$ cat src/rtl/shared_mem_arbiter_if.sv
// Bundles the host, core and memory-side signals of the shared data RAM arbiter.
// The slave modport is the arbiter's view; master is the surrounding environment
// (host sequencer, cores and RAM) that drives requests and read data.
interface shared_mem_arbiter_if #(
  parameter int NUM_CORES = 4,
  parameter int ADDR_W    = 16,
  parameter int DATA_W    = 16
);
  logic                          host_req;
  logic                          host_we;
  logic [ADDR_W-1:0]             host_addr;
  logic [DATA_W-1:0]             host_wdata;
  logic                          host_gnt;
  logic                          host_rvalid;
  logic [NUM_CORES-1:0]          core_req;
  logic [NUM_CORES-1:0]          core_we;
  logic [NUM_CORES*ADDR_W-1:0]   core_addr;
  logic [NUM_CORES*DATA_W-1:0]   core_wdata;
  logic [NUM_CORES-1:0]          core_gnt;
  logic [NUM_CORES-1:0]          core_rvalid;
  logic                          mem_en;
  logic                          mem_we;
  logic [ADDR_W-1:0]             mem_addr;
  logic [DATA_W-1:0]             mem_wdata;
  logic [DATA_W-1:0]             mem_rdata;

  modport slave (
    input  host_req, host_we, host_addr, host_wdata,
    input  core_req, core_we, core_addr, core_wdata,
    input  mem_rdata,
    output host_gnt, host_rvalid, core_gnt, core_rvalid,
    output mem_en, mem_we, mem_addr, mem_wdata
  );

  modport master (
    output host_req, host_we, host_addr, host_wdata,
    output core_req, core_we, core_addr, core_wdata,
    output mem_rdata,
    input  host_gnt, host_rvalid, core_gnt, core_rvalid,
    input  mem_en, mem_we, mem_addr, mem_wdata
  );
endinterface

$ cat src/rtl/shared_mem_arbiter.sv
// Shares one single-port data RAM between the host port (absolute priority)
// and NUM_CORES cores served round-robin, one registered access per cycle.
// Read data is passed straight through; a registered tag raises the matching
// rvalid in the cycle the RAM presents the data.
module shared_mem_arbiter #(
  parameter int NUM_CORES = 4,
  parameter int ADDR_W    = 16,
  parameter int DATA_W    = 16
) (
  input  logic                 clk,
  input  logic                 rst_n,
  shared_mem_arbiter_if.slave  bus
);
  localparam int PTR_W = (NUM_CORES > 1) ? $clog2(NUM_CORES) : 1;

  logic [PTR_W-1:0]     rr_ptr_q,      rr_ptr_d;
  logic [NUM_CORES-1:0] core_gnt_q,    core_gnt_d;
  logic                 host_gnt_q,    host_gnt_d;
  logic                 mem_en_q,      mem_en_d;
  logic                 mem_we_q,      mem_we_d;
  logic [ADDR_W-1:0]    mem_addr_q,    mem_addr_d;
  logic [DATA_W-1:0]    mem_wdata_q,   mem_wdata_d;
  logic                 host_rvalid_q, host_rvalid_d;
  logic [NUM_CORES-1:0] core_rvalid_q, core_rvalid_d;

  logic [ADDR_W-1:0]    core_addr_w  [NUM_CORES];
  logic [DATA_W-1:0]    core_wdata_w [NUM_CORES];
  logic [NUM_CORES-1:0] eligible;
  logic [PTR_W-1:0]     win;
  logic                 found;

  genvar gi;
  generate
    for (gi = 0; gi < NUM_CORES; gi++) begin : g_unpack
      assign core_addr_w[gi]  = bus.core_addr[gi*ADDR_W +: ADDR_W];
      assign core_wdata_w[gi] = bus.core_wdata[gi*DATA_W +: DATA_W];
    end
  endgenerate

  // A core granted this cycle is masked so a held request cannot win twice in a row.
  assign eligible = bus.core_req & ~core_gnt_q;

  // Pick the first eligible core at or after rr_ptr, wrapping around.
  always_comb begin
    int idx;
    found = 1'b0;
    win   = '0;
    idx   = 0;
    for (int k = 0; k < NUM_CORES; k++) begin
      idx = int'(rr_ptr_q) + k;
      if (idx >= NUM_CORES) idx = idx - NUM_CORES;
      if (!found && eligible[PTR_W'(idx)]) begin
        found = 1'b1;
        win   = PTR_W'(idx);
      end
    end
  end

  // Next memory command, grants and read tags; idle cycles drive all-zero mem fields.
  always_comb begin
    rr_ptr_d      = rr_ptr_q;
    core_gnt_d    = '0;
    host_gnt_d    = 1'b0;
    mem_en_d      = 1'b0;
    mem_we_d      = 1'b0;
    mem_addr_d    = '0;
    mem_wdata_d   = '0;
    // The read issued this cycle returns data next cycle to whoever owns it now,
    // regardless of who wins the next arbitration.
    host_rvalid_d = host_gnt_q & ~mem_we_q;
    core_rvalid_d = mem_we_q ? '0 : core_gnt_q;
    if (bus.host_req) begin
      host_gnt_d  = 1'b1;
      mem_en_d    = 1'b1;
      mem_we_d    = bus.host_we;
      mem_addr_d  = bus.host_addr;
      mem_wdata_d = bus.host_wdata;
    end else if (found) begin
      core_gnt_d  = {{(NUM_CORES-1){1'b0}}, 1'b1} << win;
      mem_en_d    = 1'b1;
      mem_we_d    = bus.core_we[win];
      mem_addr_d  = core_addr_w[win];
      mem_wdata_d = core_wdata_w[win];
      rr_ptr_d    = (int'(win) == NUM_CORES - 1) ? '0 : win + PTR_W'(1);
    end
  end

  // State and registered outputs; reset drops every output and pending read tag at once.
  always_ff @(posedge clk or negedge rst_n) begin
    if (!rst_n) begin
      rr_ptr_q      <= '0;
      core_gnt_q    <= '0;
      host_gnt_q    <= 1'b0;
      mem_en_q      <= 1'b0;
      mem_we_q      <= 1'b0;
      mem_addr_q    <= '0;
      mem_wdata_q   <= '0;
      host_rvalid_q <= 1'b0;
      core_rvalid_q <= '0;
    end else begin
      rr_ptr_q      <= rr_ptr_d;
      core_gnt_q    <= core_gnt_d;
      host_gnt_q    <= host_gnt_d;
      mem_en_q      <= mem_en_d;
      mem_we_q      <= mem_we_d;
      mem_addr_q    <= mem_addr_d;
      mem_wdata_q   <= mem_wdata_d;
      host_rvalid_q <= host_rvalid_d;
      core_rvalid_q <= core_rvalid_d;
    end
  end

  assign bus.host_gnt    = host_gnt_q;
  assign bus.host_rvalid = host_rvalid_q;
  assign bus.core_gnt    = core_gnt_q;
  assign bus.core_rvalid = core_rvalid_q;
  assign bus.mem_en      = mem_en_q;
  assign bus.mem_we      = mem_we_q;
  assign bus.mem_addr    = mem_addr_q;
  assign bus.mem_wdata   = mem_wdata_q;
endmodule

$ cat src/flat_wrapper.sv
// flat-port wrapper written by rule: the top's interface ports become plain ports
module shared_mem_arbiter_flat 
#(
  parameter int NUM_CORES = 4,
  parameter int ADDR_W    = 16,
  parameter int DATA_W    = 16
)
  (clk, rst_n, bus_host_req, bus_host_we, bus_host_addr, bus_host_wdata, bus_core_req, bus_core_we, bus_core_addr, bus_core_wdata, bus_mem_rdata, bus_host_gnt, bus_host_rvalid, bus_core_gnt, bus_core_rvalid, bus_mem_en, bus_mem_we, bus_mem_addr, bus_mem_wdata);
  shared_mem_arbiter_if #(.NUM_CORES(NUM_CORES), .ADDR_W(ADDR_W), .DATA_W(DATA_W)) bus_i ();
  input  logic clk;
  input  logic rst_n;
  input wire logic [$bits(bus_i.host_req)-1:0] bus_host_req;
  input wire logic [$bits(bus_i.host_we)-1:0] bus_host_we;
  input wire logic [$bits(bus_i.host_addr)-1:0] bus_host_addr;
  input wire logic [$bits(bus_i.host_wdata)-1:0] bus_host_wdata;
  input wire logic [$bits(bus_i.core_req)-1:0] bus_core_req;
  input wire logic [$bits(bus_i.core_we)-1:0] bus_core_we;
  input wire logic [$bits(bus_i.core_addr)-1:0] bus_core_addr;
  input wire logic [$bits(bus_i.core_wdata)-1:0] bus_core_wdata;
  input wire logic [$bits(bus_i.mem_rdata)-1:0] bus_mem_rdata;
  output wire logic [$bits(bus_i.host_gnt)-1:0] bus_host_gnt;
  output wire logic [$bits(bus_i.host_rvalid)-1:0] bus_host_rvalid;
  output wire logic [$bits(bus_i.core_gnt)-1:0] bus_core_gnt;
  output wire logic [$bits(bus_i.core_rvalid)-1:0] bus_core_rvalid;
  output wire logic [$bits(bus_i.mem_en)-1:0] bus_mem_en;
  output wire logic [$bits(bus_i.mem_we)-1:0] bus_mem_we;
  output wire logic [$bits(bus_i.mem_addr)-1:0] bus_mem_addr;
  output wire logic [$bits(bus_i.mem_wdata)-1:0] bus_mem_wdata;
  assign bus_i.host_req = bus_host_req;
  assign bus_i.host_we = bus_host_we;
  assign bus_i.host_addr = bus_host_addr;
  assign bus_i.host_wdata = bus_host_wdata;
  assign bus_i.core_req = bus_core_req;
  assign bus_i.core_we = bus_core_we;
  assign bus_i.core_addr = bus_core_addr;
  assign bus_i.core_wdata = bus_core_wdata;
  assign bus_i.mem_rdata = bus_mem_rdata;
  assign bus_host_gnt = bus_i.host_gnt;
  assign bus_host_rvalid = bus_i.host_rvalid;
  assign bus_core_gnt = bus_i.core_gnt;
  assign bus_core_rvalid = bus_i.core_rvalid;
  assign bus_mem_en = bus_i.mem_en;
  assign bus_mem_we = bus_i.mem_we;
  assign bus_mem_addr = bus_i.mem_addr;
  assign bus_mem_wdata = bus_i.mem_wdata;
  shared_mem_arbiter #(.NUM_CORES(NUM_CORES), .ADDR_W(ADDR_W), .DATA_W(DATA_W)) u_core (.clk(clk), .rst_n(rst_n), .bus(bus_i));
endmodule
$ cat config.mk
export PLATFORM = sky130hd
export DESIGN_NAME = shared_mem_arbiter_flat
export DESIGN_NICKNAME = d
export VERILOG_FILES = /design/src/rtl/shared_mem_arbiter_if.sv /design/src/rtl/shared_mem_arbiter.sv /design/src/flat_wrapper.sv
export SDC_FILE = /design/constraint.sdc
export NUM_CORES = 1
export LEC_CHECK = 0
export BUFFER_PORTS_ARGS = -buffer_cell sky130_fd_sc_hd__buf_2
export CAP_MARGIN = 10
export CORE_MARGIN = 8
export CORE_UTILIZATION = 38
export DETAILED_ROUTE_END_ITERATION = 10
export PLACE_DENSITY = 0.88
export SLEW_MARGIN = 20
export SYNTH_ARGS = -nofsm -noshare
export SYNTH_HDL_FRONTEND = slang
export SYNTH_SLANG_ARGS = --single-unit
$ cat constraint.sdc
create_clock -name clk -period 1.9 [get_ports clk]
set_input_delay 0.19 -clock clk [delete_from_list [all_inputs] [get_ports clk]]
set_output_delay 0.19 -clock clk [all_outputs]
set_load 0.005 [all_outputs]
* Yosys cells after proc, flatten, opt, wreduce, memory -nomap -nowiden *
Cells that the tools add are included.

cells by class
  muxes and demuxes = 45
  bitwise gates (word level) = 6
  reduce and logical (&&, ||, !) cells = 7
  shift-type cells = 1
  equal/unequal tests = 1
  order comparisons = 10
  add/subtract/negate cells = 8

operators by type and width
  cell                                                 number
  two-way mux 16 bit                                   8
  binary-select mux 16 bit (select 2 bit)              2
  two-way mux 1 bit                                    18
  two-way mux 2 bit                                    9
  < comparator 2 x 4 -> 1 bit, second input constant   4
  >= comparator 3 bit, second input constant           4
  two-way mux 4 bit                                    3
  binary-select mux 1 bit (select 2 bit)               5
  subtractor 2 x 1 -> 2 bit, second input constant     4
  adder 2 x 2 -> 3 bit, second input constant          2
  AND 4 bit                                            1
  NOT 4 bit                                            1
  << shifter 1 x 2 -> 4 bit, first input constant      1
  adder 2 x 1 -> 3 bit, second input constant          1
  >= comparator 2 x 3 -> 1 bit, second input constant  1
  logical AND 1 bit                                    3
  zero test 1 bit                                      3
  < comparator 2 x 3 -> 1 bit, second input constant   1
  NOT 2 -> 3 bit                                       1
  adder 2 x 1 -> 2 bit, second input constant          1
  equality test 2 x 1 -> 1 bit, second input constant  1
  NOT 1 bit                                            2
  AND reduction 2 bit                                  1
  AND 1 bit                                            1

word-level totals
  input port bits = 188
  output and inout port bits = 44
  bits in registers = 46
  word-level logic and storage cells = 87

* Longest topological paths before layout *
Gate-level depths: netlist of the first run.

  depth in word-level cells = 21
  mapped depth = 8
  depth with buffers taken out = 6

* Worst setup path after synthesis of the first run *
Ideal clock, no wire load.

  kind = register to register
  start = register u_core.core_gnt_q[2] (netlist: u_core.bus.core_gnt[2])
  end = register u_core.mem_addr_q[12] (netlist: u_core.bus.mem_addr[12])
  required time = 1.762 ns
  path buffers = 2
  stages on the path, launching flop included = 9
  path slack = 0.150 ns
  data arrival time = 1.612 ns
  path through = dfrtp_1 -> nand2b_1 -> o32a_1 -> o311a_2 -> inv_4 -> buf_8 -> buf_12 -> mux2i_1 -> o221ai_1

between the ends
  longest elaborated chain between the ends = 21
  elaborated cells on any way between the ends = 34

ends and longest elaborated chain
  element                                                 RTL line                   text
  from (decl)                                             shared_mem_arbiter.sv:17   logic [NUM_CORES-1:0] core_gnt_q, core_gnt_d;
  from (signal assigned)                                  shared_mem_arbiter.sv:102  core_gnt_q <= core_gnt_d;
  NOT 4 bit (*)                                           shared_mem_arbiter.sv:41   assign eligible = bus.core_req & ~core_gnt_q;
  AND 4 bit (*)                                           shared_mem_arbiter.sv:41
  binary-select mux 1 bit (select 2 bit)                  shared_mem_arbiter.sv:52   if (!found && eligible[PTR_W'(idx)]) begin
  two-way mux 1 bit (implied by the code) (2 in series)   shared_mem_arbiter.sv:52
  two-way mux 1 bit                                       shared_mem_arbiter.sv:52
  zero test 1 bit                                         shared_mem_arbiter.sv:52
  logical AND 1 bit                                       shared_mem_arbiter.sv:52
  two-way mux 1 bit                                       shared_mem_arbiter.sv:52
  (+4 left out)                                           -
  logical AND 1 bit                                       shared_mem_arbiter.sv:52
  two-way mux 2 bit                                       shared_mem_arbiter.sv:52
  NOT 2 -> 3 bit (implied by the code)                    shared_mem_arbiter.sv:82   mem_addr_d = core_addr_w[win];
  binary-select mux 16 bit (select 2 bit)                 shared_mem_arbiter.sv:82
  two-way mux 16 bit (implied by the code) (2 in series)  shared_mem_arbiter.sv:82
  two-way mux 16 bit (*)                                  shared_mem_arbiter.sv:78   end else if (found) begin
  two-way mux 16 bit (*)                                  shared_mem_arbiter.sv:72   if (bus.host_req) begin
  via u_core.mem_addr_d[12]                               shared_mem_arbiter.sv:21   logic [ADDR_W-1:0] mem_addr_q, mem_addr_d;
  to (signal assigned)                                    shared_mem_arbiter.sv:106  mem_addr_q <= mem_addr_d;
  to (decl)                                               shared_mem_arbiter.sv:21

Mark *: on every way through the listed nets, which the timed path passes. The rest lies on a longest branch. The select of a mux whose other input is x is not followed.
A chain may end at the register's enable or synchronous reset.

* Worst setup path in the final report of the first run *
  start = register u_core.core_gnt_q[3] (netlist: u_core.bus.core_gnt[3])
  end = register u_core.mem_wdata_q[6] (netlist: u_core.bus.mem_wdata[6])

between the ends
  longest elaborated chain between the ends = 21
  elaborated cells on any way between the ends = 34

ends and longest elaborated chain
  element                                                 RTL line                   text
  NOT 4 bit (*)                                           shared_mem_arbiter.sv:41
  AND 4 bit (*)                                           shared_mem_arbiter.sv:41
  binary-select mux 1 bit (select 2 bit)                  shared_mem_arbiter.sv:52
  two-way mux 1 bit (implied by the code) (2 in series)   shared_mem_arbiter.sv:52
  two-way mux 1 bit                                       shared_mem_arbiter.sv:52
  zero test 1 bit                                         shared_mem_arbiter.sv:52
  logical AND 1 bit                                       shared_mem_arbiter.sv:52
  two-way mux 1 bit                                       shared_mem_arbiter.sv:52
  (+4 left out)                                           -
  logical AND 1 bit                                       shared_mem_arbiter.sv:52
  two-way mux 2 bit                                       shared_mem_arbiter.sv:52
  NOT 2 -> 3 bit (implied by the code)                    shared_mem_arbiter.sv:83   mem_wdata_d = core_wdata_w[win];
  binary-select mux 16 bit (select 2 bit)                 shared_mem_arbiter.sv:83
  two-way mux 16 bit (implied by the code) (2 in series)  shared_mem_arbiter.sv:83
  two-way mux 16 bit (*)                                  shared_mem_arbiter.sv:78
  two-way mux 16 bit (*)                                  shared_mem_arbiter.sv:72
  via u_core.mem_wdata_d[6]                               shared_mem_arbiter.sv:22   logic [DATA_W-1:0] mem_wdata_q, mem_wdata_d;
  to (signal assigned)                                    shared_mem_arbiter.sv:107  mem_wdata_q <= mem_wdata_d;
  to (decl)                                               shared_mem_arbiter.sv:22

Marked as above.

==> results of run 1 <==
## flip-flops by register name, indices dropped and copies added, names as in the netlist
name and count:
u_core.bus.mem_wdata 16, u_core.bus.host_gnt 1, u_core.bus.mem_we 1, u_core.bus.host_rvalid 1, u_core.bus.mem_en 1, u_core.rr_ptr_q 2, u_core.bus.mem_addr 16, u_core.bus.core_rvalid 4
u_core.bus.core_gnt 4
## metal layers
layer / GRT usage / up-vias / share of wire
li1: - / 1310 / -
met1: 0.188 / 1308 / 0.36
met2: 0.359 / 142 / 0.54
met3: 0.0691 / 9 / 0.087
met4: 0.0567 / 0 / 0.015
met5: 0 / - / 0
## per-stage QoR
stage	area (sq um)	setup slack [ps]	hold WS (ps)	util
finish	4140	24.0	102	0.616
CTS	3870	-38.4	93.5	0.577
global placement	3750	70.9	305	0.558
floorplan	2620	150	-106	-
global route	4140	-81.6	98.1	0.616
detailed placement	3750	-32.8	315	0.558
## timing repair
item                                    4_1_cts  5_1_grt
buffers inserted                              0        2
hold endpoints to repair                     46        0
pin swaps                                     0        8
endpoints found under the setup margin        3       33
gates resized for setup                       1       24
hold buffers                                  1        0
cloned                                        0        6
## synth_stat cells (2+ instances only)
cell type / instances / share of area
ha_1: 4 / 0.019
buf_12: 2 / 0.015
clkbuf_1: 4 / 0.0057
o221ai_1: 33 / 0.11
buf_4: 3 / 0.0086
nand2b_1: 4 / 0.0095
nor2b_1: 7 / 0.017
a21oi_1: 2 / 0.0038
and2_1: 4 / 0.0095
dfrtp_1: 46 / 0.44
nand2_1: 36 / 0.052
buf_2: 6 / 0.011
mux2i_1: 66 / 0.25
o22a_1: 2 / 0.0067
## kinds of logic after synthesis
family	after synthesis	synth area share
DFF	46	0.439
muxes	66	0.252
and+or+nand+nor	55	0.101
buffers and inverters	20	0.0549
adders and majority gates	4	0.0191
AOI/OAI and AO/OA	41	0.134
## final timing paths
check	startpoint	endpoint	slack (ps)	depth (start not counted)
max	u_core.bus.core_gnt[3]$_DFF_PN0_	u_core.bus.mem_wdata[6]$_DFF_PN0_	20	7
max reg2reg	u_core.bus.core_gnt[3]$_DFF_PN0_	u_core.bus.mem_wdata[6]$_DFF_PN0_	20	7
min reg2reg	u_core.bus.host_gnt$_DFF_PN0_	u_core.bus.host_rvalid$_DFF_PN0_	530	1
max in group asynchronous	rst_n	u_core.bus.mem_addr[9]$_DFF_PN0_	980	3
min in group asynchronous	rst_n	u_core.bus.mem_wdata[14]$_DFF_PN0_	510	3
min	bus_host_wdata[4]	u_core.bus.mem_wdata[4]$_DFF_PN0_	100	3
## final cells by class
class,count,area share
clock buffers,5,0.0166
clock inverters,3,0.00968
inverters,3,0.00575
multi-input cells,166,0.345
flip-flops and latches,46,0.278
well taps,80,0.0242
repair buffers,232,0.321
## power by group through the flow
| stage | combinational [mW] | sequential (mW) | clock (mW) |
|---|---|---|---|
| floorplan | 1.37 | 1.39 | 0 |
| global placement | 1.96 | 1.35 | 0 |
| detailed placement | 2.06 | 1.37 | 0 |
| CTS | 2.08 | 1.35 | 0.730 |
| global route | 2.81 | 1.38 | 0.783 |
| finish | 2.62 | 1.35 | 0.708 |
## critical path, delay by kind of cell, from the launching register on
family	cells	cell delay, ps
buf+inv	2	300
mux	1	200
simple gates	1	160
flops	1	410
compound gates	3	720
==> impl_metrics.csv, run 1 <==
group,metric,value,unit
status,status,"complete, no violations",
worst_setup_path,slowest_delay,410,ps
route,vias,2769,
power,swShare,0.357,
yosys,syn_avg_cell_area,11.3,sq um
worst_setup_path,crit_required,2110,ps
power,pwr-share-comb,0.560,
yosys,syn_area,2620,sq um
yosys,yosys_warnings,0,
worst_setup_path,worst_ep_arrival_time,2080,ps
layout,n_fill_cell,556,
grt,grt_pass1_wl,14900,um
sta,fmax,533,MHz
placed_design,port-buffer-count,215,
worst_setup_path,critPathKind,"register to register",
layout,drive_gt1_frac,0.569,
grt,grt_overflow,0,
sta,slew_headroom,0.606,
yosys,synth_edf_count,0,
clocking,cts_tree,"yes",
power,power.total,4.68,mW
sta,final-setup-viol-count,0,
job,cap_violations,0,
floorplanning,die-area,9810,sq um
yosys,synthArstFlopShare,1.00,
yosys,synth-seq-cells,46,
sta,rsz0062_at_grt,"true",
route,routed_wl,10500,um
power,power.net_switching,1.67,mW
clocking,cts_sinks,46,
clocking,clk_pin_slew,80,ps
yosys,syn_inst,232,
sta,final_max_slew_viol_count,0,
placed_design,dp.cells,518,
floorplanning,die_h,99.0,um
clocking,root_buffer,"clkbuf_8",
grt,grt_max_degree,47,
power,power_frac_seq,0.289,
hold_path,hold_class,"input port to register",
worst_setup_path,startpoint_type,"register",
sta,period_needed,1880,ps
worst_setup_path,cpMaxStageDelayCell,"dfrtp_1",
sta,tns,0,ps
clocking,htreeDepth,2,
layout,final_cell_mix,"215 x buf_2, 57 x mux2i_1, 46 x dfrtp_1",
placed_design,gp_congestion,0.823,
layout,multi_input_area,1430,sq um
floorplanning,fp-row-count,30,
floorplanning,initial_core_util,0.390,
route,wl_per_cell,19.6,um
power,ir_worst_vdd,502,uV
sta,worst_pin_slew,591,ps
clocking,cts_buffers,5,
worst_setup_path,end_kind,"register",
floorplanning,io_pins,232,
route,first_pass_iters,4,
worst_setup_path,crit_path_cell_trace,"nand2b_4 -> o211ai_1 -> o311a_4 -> clkinv_8 -> clkbuf_16 -> mux2i_4 -> o221ai_2",
grt,grt_usage,0.190,
layout,ff_latch_area,1150,sq um
sta,post-route-period-util,0.987,
yosys,synth_seq_area_share,0.439,
yosys,syn_nets,424,
route,first_iter_violations,73,
route,drtAntennaViolNets,0,
power,p_per_area,1130,nW/um^2
power,p_int,3.01,mW
layout,area_growth,57.9,%
clocking,clk_latency,290,ps
worst_setup_path,worstPathMaxFanout,8,
layout,nNetsFinal,646,
sta,finClkSkew,5.50,ps
clocking,cts.path.max_buffers,2,
floorplanning,coreArea,6720,sq um
layout,final_cell_count_no_fill,535,
grt,antenna_found_initial,0,
yosys,ys.flop_type,"dfrtp_1",
floorplanning,die_w,99.0,um
grt,grt_pass1_vias,2967,
sta,finalHoldViolCount,0,
power,power.share.clock,0.151,
yosys,synth_cell_type_count,27,
route,drc_errors,0,
layout,diodes,0,
layout,layout_commonest_cell,"buf_2",
route,viasPerCell,5.18,
power,p_leak,2.30,nW
placed_design,dp_hpwl,7730,um
(Power assumes the default switching activity.)
==> run 2: changes to the inputs <==
--- a/config.mk
+++ b/config.mk
@@ -9,8 +9,10 @@
 export CAP_MARGIN = 10
 export CORE_MARGIN = 8
 export CORE_UTILIZATION = 38
+export CTS_BUF_LIST = sky130_fd_sc_hd__clkbuf_4 sky130_fd_sc_hd__clkbuf_8 sky130_fd_sc_hd__clkbuf_16
 export DETAILED_ROUTE_END_ITERATION = 10
 export PLACE_DENSITY = 0.88
+export SETUP_SLACK_MARGIN = 0.3
 export SLEW_MARGIN = 20
 export SYNTH_ARGS = -nofsm -noshare
 export SYNTH_HDL_FRONTEND = slang
==> run 2 against run 1 <==
Compared with the run above:
- clock power up 24%
- non-clock buffer count up 3
- clock skew up 1.4 ps
==> impl_metrics.csv, run 2 (synthesized netlist as in run 1, its figures left out) <==
group,metric,value,unit
sta,final_max_slew_viol_count,0,
sta,post-route-period-util,0.954,
power,pwr-share-comb,0.538,
clocking,cts.path.max_buffers,2,
floorplanning,die_h,99.0,um
floorplanning,die_w,99.0,um
clocking,clk_latency,300,ps
route,first_iter_violations,99,
worst_setup_path,slowest_delay,400,ps
clocking,cts_buffers,5,
power,power_frac_seq,0.280,
clocking,htreeDepth,2,
power,power.net_switching,1.66,mW
route,viasPerCell,5.16,
worst_setup_path,worst_ep_arrival_time,1970,ps
layout,drive_gt1_frac,0.583,
sta,tns,0,ps
hold_path,hold_class,"input port to register",
placed_design,placed_area,3860,sq um
route,drtAntennaViolNets,0,
grt,grt_max_degree,37,
clocking,root_buffer,"clkbuf_8",
grt,grt_overflow,0,
layout,final_cell_mix,"215 x buf_2, 59 x mux2i_1, 46 x dfrtp_1",
layout,diodes,0,
worst_setup_path,crit_required,2060,ps
power,swShare,0.345,
grt,grt_pass1_wl,15800,um
route,drc_errors,0,
clocking,clk_pin_slew,90,ps
worst_setup_path,worstPathMaxFanout,10,
worst_setup_path,endpoint,"u_core.bus.mem_wdata[14]$_DFF_PN0_",
layout,area_growth,61.3,%
sta,rsz0062_at_grt,"true",
job,cap_violations,0,
sta,fmax,552,MHz
floorplanning,fp-row-count,30,
layout,layout_commonest_cell,"buf_2",
placed_design,gp_congestion,0.847,
route,vias,2774,
sta,slew_headroom,0.641,
power,p_per_area,1140,nW/um^2
power,p_leak,2.34,nW
sta,period_needed,1810,ps
worst_setup_path,ff2ff_path_depth,7,
power,power.share.clock,0.182,
clocking,cts_tree,"yes",
layout,final_util,0.629,
route,first_pass_iters,4,
worst_setup_path,end_kind,"register",
sta,finalHoldViolCount,0,
clocking,cts_sinks,46,
worst_setup_path,cpMaxStageDelayCell,"dfrtp_1",
floorplanning,io_pins,232,
worst_setup_path,startpoint_type,"register",
sta,worst_pin_slew,538,ps
status,status,"complete, no violations",
route,routed_wl,10200,um
worst_setup_path,worstReg2RegStart,"u_core.bus.core_gnt[3]$_DFF_PN0_",
power,ir_worst_vdd,568,uV
worst_setup_path,r2r_slack,90,ps
power,p_int,3.14,mW
grt,antenna_found_initial,1,
floorplanning,coreArea,6720,sq um
worst_setup_path,worstReg2RegEnd,"u_core.bus.mem_wdata[14]$_DFF_PN0_",
worst_setup_path,setup.worst_path.start,"u_core.bus.core_gnt[3]$_DFF_PN0_",
placed_design,dp_hpwl,7930,um
sta,finClkSkew,6.93,ps
sta,whs,101,ps
layout,nNetsFinal,649,
route,wl_per_cell,19.0,um
sta,setup_slack,87.5,ps
sta,final-setup-viol-count,0,
placed_design,post-place-ws,38.4,ps
grt,grt_pass1_vias,3248,
floorplanning,initial_core_util,0.390,
placed_design,port-buffer-count,215,
layout,final_area,4230,sq um
grt,grt_usage,0.202,
worst_setup_path,crit_path_cell_trace,"and2b_2 -> o32a_1 -> o311a_4 -> inv_8 -> buf_12 -> mux2i_1 -> o221ai_1",
worst_setup_path,critPathKind,"register to register",
floorplanning,die-area,9810,sq um
## run 2: cell types whose count changed in the layout (fill, tap and decap cells not counted), moves of 3 or more
cell	change
buf_12	+7
clkbuf_16	-4
ha_1	-3
o221ai_1	+3
o221ai_2	-3
## run 2: per-layer routing
layer	track usage	vias to the layer above	share of wire
li1	-	1311	-
met1	0.195	1304	0.35
met2	0.385	140	0.55
met3	0.0740	17	0.088
met4	0.0649	2	0.017
met5	0	-	0.0012
## run 2: power by group through the flow
| stage | logic, mW | clock network (mW) | registers [mW] |
|---|---|---|---|
| 2_1_floorplan | 1.39 | 0 | 1.40 |
| 3_3_place_gp | 2.15 | 0 | 1.35 |
| 3_5_place_dp | 2.24 | 0 | 1.36 |
| 4_1_cts | 2.51 | 0.895 | 1.35 |
| 5_1_grt | 2.77 | 0.944 | 1.38 |
| 6_report | 2.58 | 0.875 | 1.34 |
## run 2: how the worst min path moves through the flow
stage	slack (ps)	endpoint	startpoint	depth (start not counted)
global route	80	u_core.bus.mem_wdata[12]$_DFF_PN0_	bus_host_wdata[12]	3
finish	100	u_core.bus.mem_wdata[11]$_DFF_PN0_	bus_host_wdata[11]	3
global placement	190	u_core.bus.core_rvalid[2]$_DFF_PN0_	rst_n	1
floorplan	-110	u_core.bus.core_gnt[0]$_DFF_PN0_	rst_n	0
CTS	80	u_core.bus.mem_wdata[11]$_DFF_PN0_	bus_host_wdata[11]	3
detailed placement	200	u_core.bus.core_rvalid[2]$_DFF_PN0_	rst_n	1
## run 2: stage by stage
| stage | std cells | power (mW) |
|---|---|---|
| final | 538 | 4.80 |
| after global routing | 538 | 5.09 |
| after CTS | 537 | 4.75 |
| after detailed placement | 521 | 3.60 |
| after global placement | 521 | 3.49 |
| after floorplan | 232 | 2.79 |
## run 2: final cells by class
class                      count  area, sq um
tap                           80          100
multi-input combinational    166         1440
inverter                       3         18.8
clock buffer                   5         68.8
clock inverter                 3         68.8
sequential                    46         1150
timing repair buffer         235         1380
fill                         567         2490
## run 2: worst max-delay path: cells and delay by family (launching register included)
family	cells	cell delay, ps
AO/OA/AOI/OAI	3	510
AND/OR/NAND/NOR	1	270
flip-flops	1	400
buffers and inverters	2	270
multiplexers	1	220
## run 2: what timing repair did
item,in CTS,in global routing
hold buffers,1,0
hold endpoints to repair,21,0
setup endpoints to repair,36,39
resized for setup,18,11
gates cloned,3,0
buffers inserted,4,1
pin swaps,1,1
==> run 3: changes to the inputs <==
--- a/config.mk
+++ b/config.mk
@@ -11,7 +11,7 @@
 export CORE_UTILIZATION = 38
 export CTS_BUF_LIST = sky130_fd_sc_hd__clkbuf_4 sky130_fd_sc_hd__clkbuf_8 sky130_fd_sc_hd__clkbuf_16
 export DETAILED_ROUTE_END_ITERATION = 10
-export PLACE_DENSITY = 0.88
+export PLACE_DENSITY = 0.81
 export SETUP_SLACK_MARGIN = 0.3
 export SLEW_MARGIN = 20
 export SYNTH_ARGS = -nofsm -noshare
==> run 3 against run 2 <==
Compared with the run above:
- routed wire length is 1.2% lower
- core utilization is 0.41 points higher
- non-clock buffer count is 2 higher
- combinational power is 9.3% higher
- critical path depth is 1 higher
- first-iteration DRC count is 35% lower
- total power is 2.2% higher
- largest power group unchanged
- setup slack worse by 24 ps
- sequential cell count stayed put
- final cell count is 0.37% higher
==> impl_metrics.csv, run 3 (synthesized netlist as in run 1, its figures left out) <==
group,metric,value,unit
layout,drive_gt1_frac,0.574,
route,vias,2778,
floorplanning,io_pins,232,
placed_design,port-buffer-count,215,
layout,diodes,0,
layout,final_util,0.633,
job,cap_violations,0,
route,first_iter_violations,64,
layout,nNetsFinal,651,
worst_setup_path,worstPathMaxFanout,7,
power,ir_worst_vdd,507,uV
worst_setup_path,end_kind,"register",
layout,area_growth,62.3,%
layout,ff_latch_area,1150,sq um
worst_setup_path,setup.worst_path.start,"u_core.bus.core_gnt[3]$_DFF_PN0_",
route,drc_errors,0,
route,viasPerCell,5.14,
sta,final_max_slew_viol_count,0,
layout,n_fill_cell,552,
sta,fmax,544,MHz
floorplanning,fp-row-count,30,
sta,period_needed,1840,ps
sta,finalHoldViolCount,0,
clocking,cts.path.max_buffers,2,
clocking,htreeDepth,2,
worst_setup_path,critPathBufInv,3,
clocking,cts_buffers,5,
floorplanning,initial_core_util,0.390,
route,routed_wl,10100,um
layout,layout_commonest_cell,"buf_2",
power,p_per_area,1150,nW/um^2
route,first_pass_iters,4,
worst_setup_path,slowest_delay,400,ps
route,wl_per_cell,18.7,um
worst_setup_path,worstReg2RegEnd,"u_core.bus.mem_addr[8]$_DFF_PN0_",
grt,grt_pass1_wl,15400,um
worst_setup_path,critPathKind,"register to register",
placed_design,post-place-ws,16.8,ps
sta,post-route-period-util,0.967,
sta,finClkSkew,12.1,ps
sta,final-setup-viol-count,0,
worst_setup_path,crit_path_cell_trace,"and2b_2 -> o32a_1 -> o311a_4 -> inv_8 -> buf_12 -> buf_16 -> mux2i_1 -> o221ai_1",
clocking,cts_tree,"yes",
grt,grt_overflow,0,
grt,grt_usage,0.195,
hold_path,hold_class,"input port to register",
placed_design,dp_hpwl,7570,um
worst_setup_path,worstReg2RegStart,"u_core.bus.core_gnt[3]$_DFF_PN0_",
worst_setup_path,r2r_slack,60,ps
floorplanning,die-area,9810,sq um
layout,final_cell_mix,"215 x buf_2, 61 x mux2i_1, 46 x dfrtp_1",
grt,grt_pass1_vias,3167,
worst_setup_path,cpMaxStageDelayCell,"dfrtp_1",
grt,grt_max_degree,37,
worst_setup_path,ff2ff_path_depth,8,
clocking,clk_pin_slew,100,ps
layout,multi_input_area,1410,sq um
grt,antenna_found_initial,0,
sta,slew_headroom,0.634,
sta,rsz0062_at_grt,"true",
clocking,clk_latency,310,ps
worst_setup_path,cp.depth,8,
route,drtAntennaViolNets,0,
clocking,root_buffer,"clkbuf_8",
floorplanning,die_h,99.0,um
placed_design,dp.cells,518,
placed_design,gp_congestion,0.781,
status,status,"complete, no violations",
sta,tns,0,ps
floorplanning,coreArea,6720,sq um
worst_setup_path,crit_family,"compound AO/OA/AOI/OAI gates",
worst_setup_path,startpoint_type,"register",
clocking,cts_sinks,46,
power,p_leak,2.36,nW
floorplanning,die_w,99.0,um
sta,setup_slack,63.4,ps
layout,final_cell_count_no_fill,540,
sta,worst_pin_slew,549,ps
worst_setup_path,endpoint,"u_core.bus.mem_addr[8]$_DFF_PN0_",
worst_setup_path,worst_ep_arrival_time,2010,ps
worst_setup_path,crit_required,2070,ps
-- run 3: through the flow --
| step | power (mW) | hold WS [ps] | instance area, sq um |
|---|---|---|---|
| 4_1_cts | 4.73 | 87.0 | 4150 |
| 6_report | 4.90 | 91.9 | 4250 |
| 3_5_place_dp | 3.49 | 203 | 3810 |
| 2_1_floorplan | 2.79 | -106 | 2640 |
| 5_1_grt | 5.19 | 83.4 | 4250 |
| 3_3_place_gp | 3.41 | 190 | 3810 |
-- run 3: layer usage --
| layer | global-route usage | wire length [um] | vias to the layer above |
|---|---|---|---|
| li1 | - | - | 1321 |
| met1 | 0.200 | 3790 | 1315 |
| met2 | 0.363 | 5380 | 130 |
| met3 | 0.0606 | 760 | 12 |
| met4 | 0.0661 | 154 | 0 |
| met5 | 0 | 0 | - |
-- run 3: worst register-to-register path, stage by stage, from the launching register on --
cell and delay, ps:
dfrtp_1 400, and2b_2 270, o32a_1 160, o311a_4 240, inv_8 60, buf_12 130, buf_16 140, mux2i_1 150
o221ai_1 150
-- run 3: worst min path at each step --
stage / from / slack, ps / end / depth (start not counted)
floorplan: rst_n / -110 / u_core.bus.core_gnt[0]$_DFF_PN0_ / 0
global placement: rst_n / 190 / u_core.bus.core_rvalid[3]$_DFF_PN0_ / 1
detailed placement: rst_n / 200 / u_core.bus.core_rvalid[3]$_DFF_PN0_ / 1
CTS: bus_host_addr[2] / 90 / u_core.bus.mem_addr[2]$_DFF_PN0_ / 3
global route: bus_host_addr[2] / 80 / u_core.bus.mem_addr[2]$_DFF_PN0_ / 3
finish: bus_host_wdata[0] / 90 / u_core.bus.mem_wdata[0]$_DFF_PN0_ / 3
-- run 3: timing repair --
action / CTS / global route
hold buffers: 1 / 0
endpoints found under the setup margin: 35 / 38
endpoints found under the hold margin: 22 / 0
gates cloned: 3 / 3
resized for setup: 15 / 7
pin swaps: 2 / 9
buffers inserted: 6 / 1
-- run 3: final cells by class --
type / instances / share of cell area
Clock buffer: 5 / 0.0162
Clock inverter: 3 / 0.0106
Inverter: 3 / 0.00441
Multi-Input combinational cell: 166 / 0.330
Sequential cell: 46 / 0.271
Tap cell: 80 / 0.0235
Timing Repair Buffer: 237 / 0.344
-- run 3: report_power, final --
group	switching, mW	internal (mW)
Combinational	1.26	1.56
Sequential	0.103	1.24
Clock	0.345	0.391
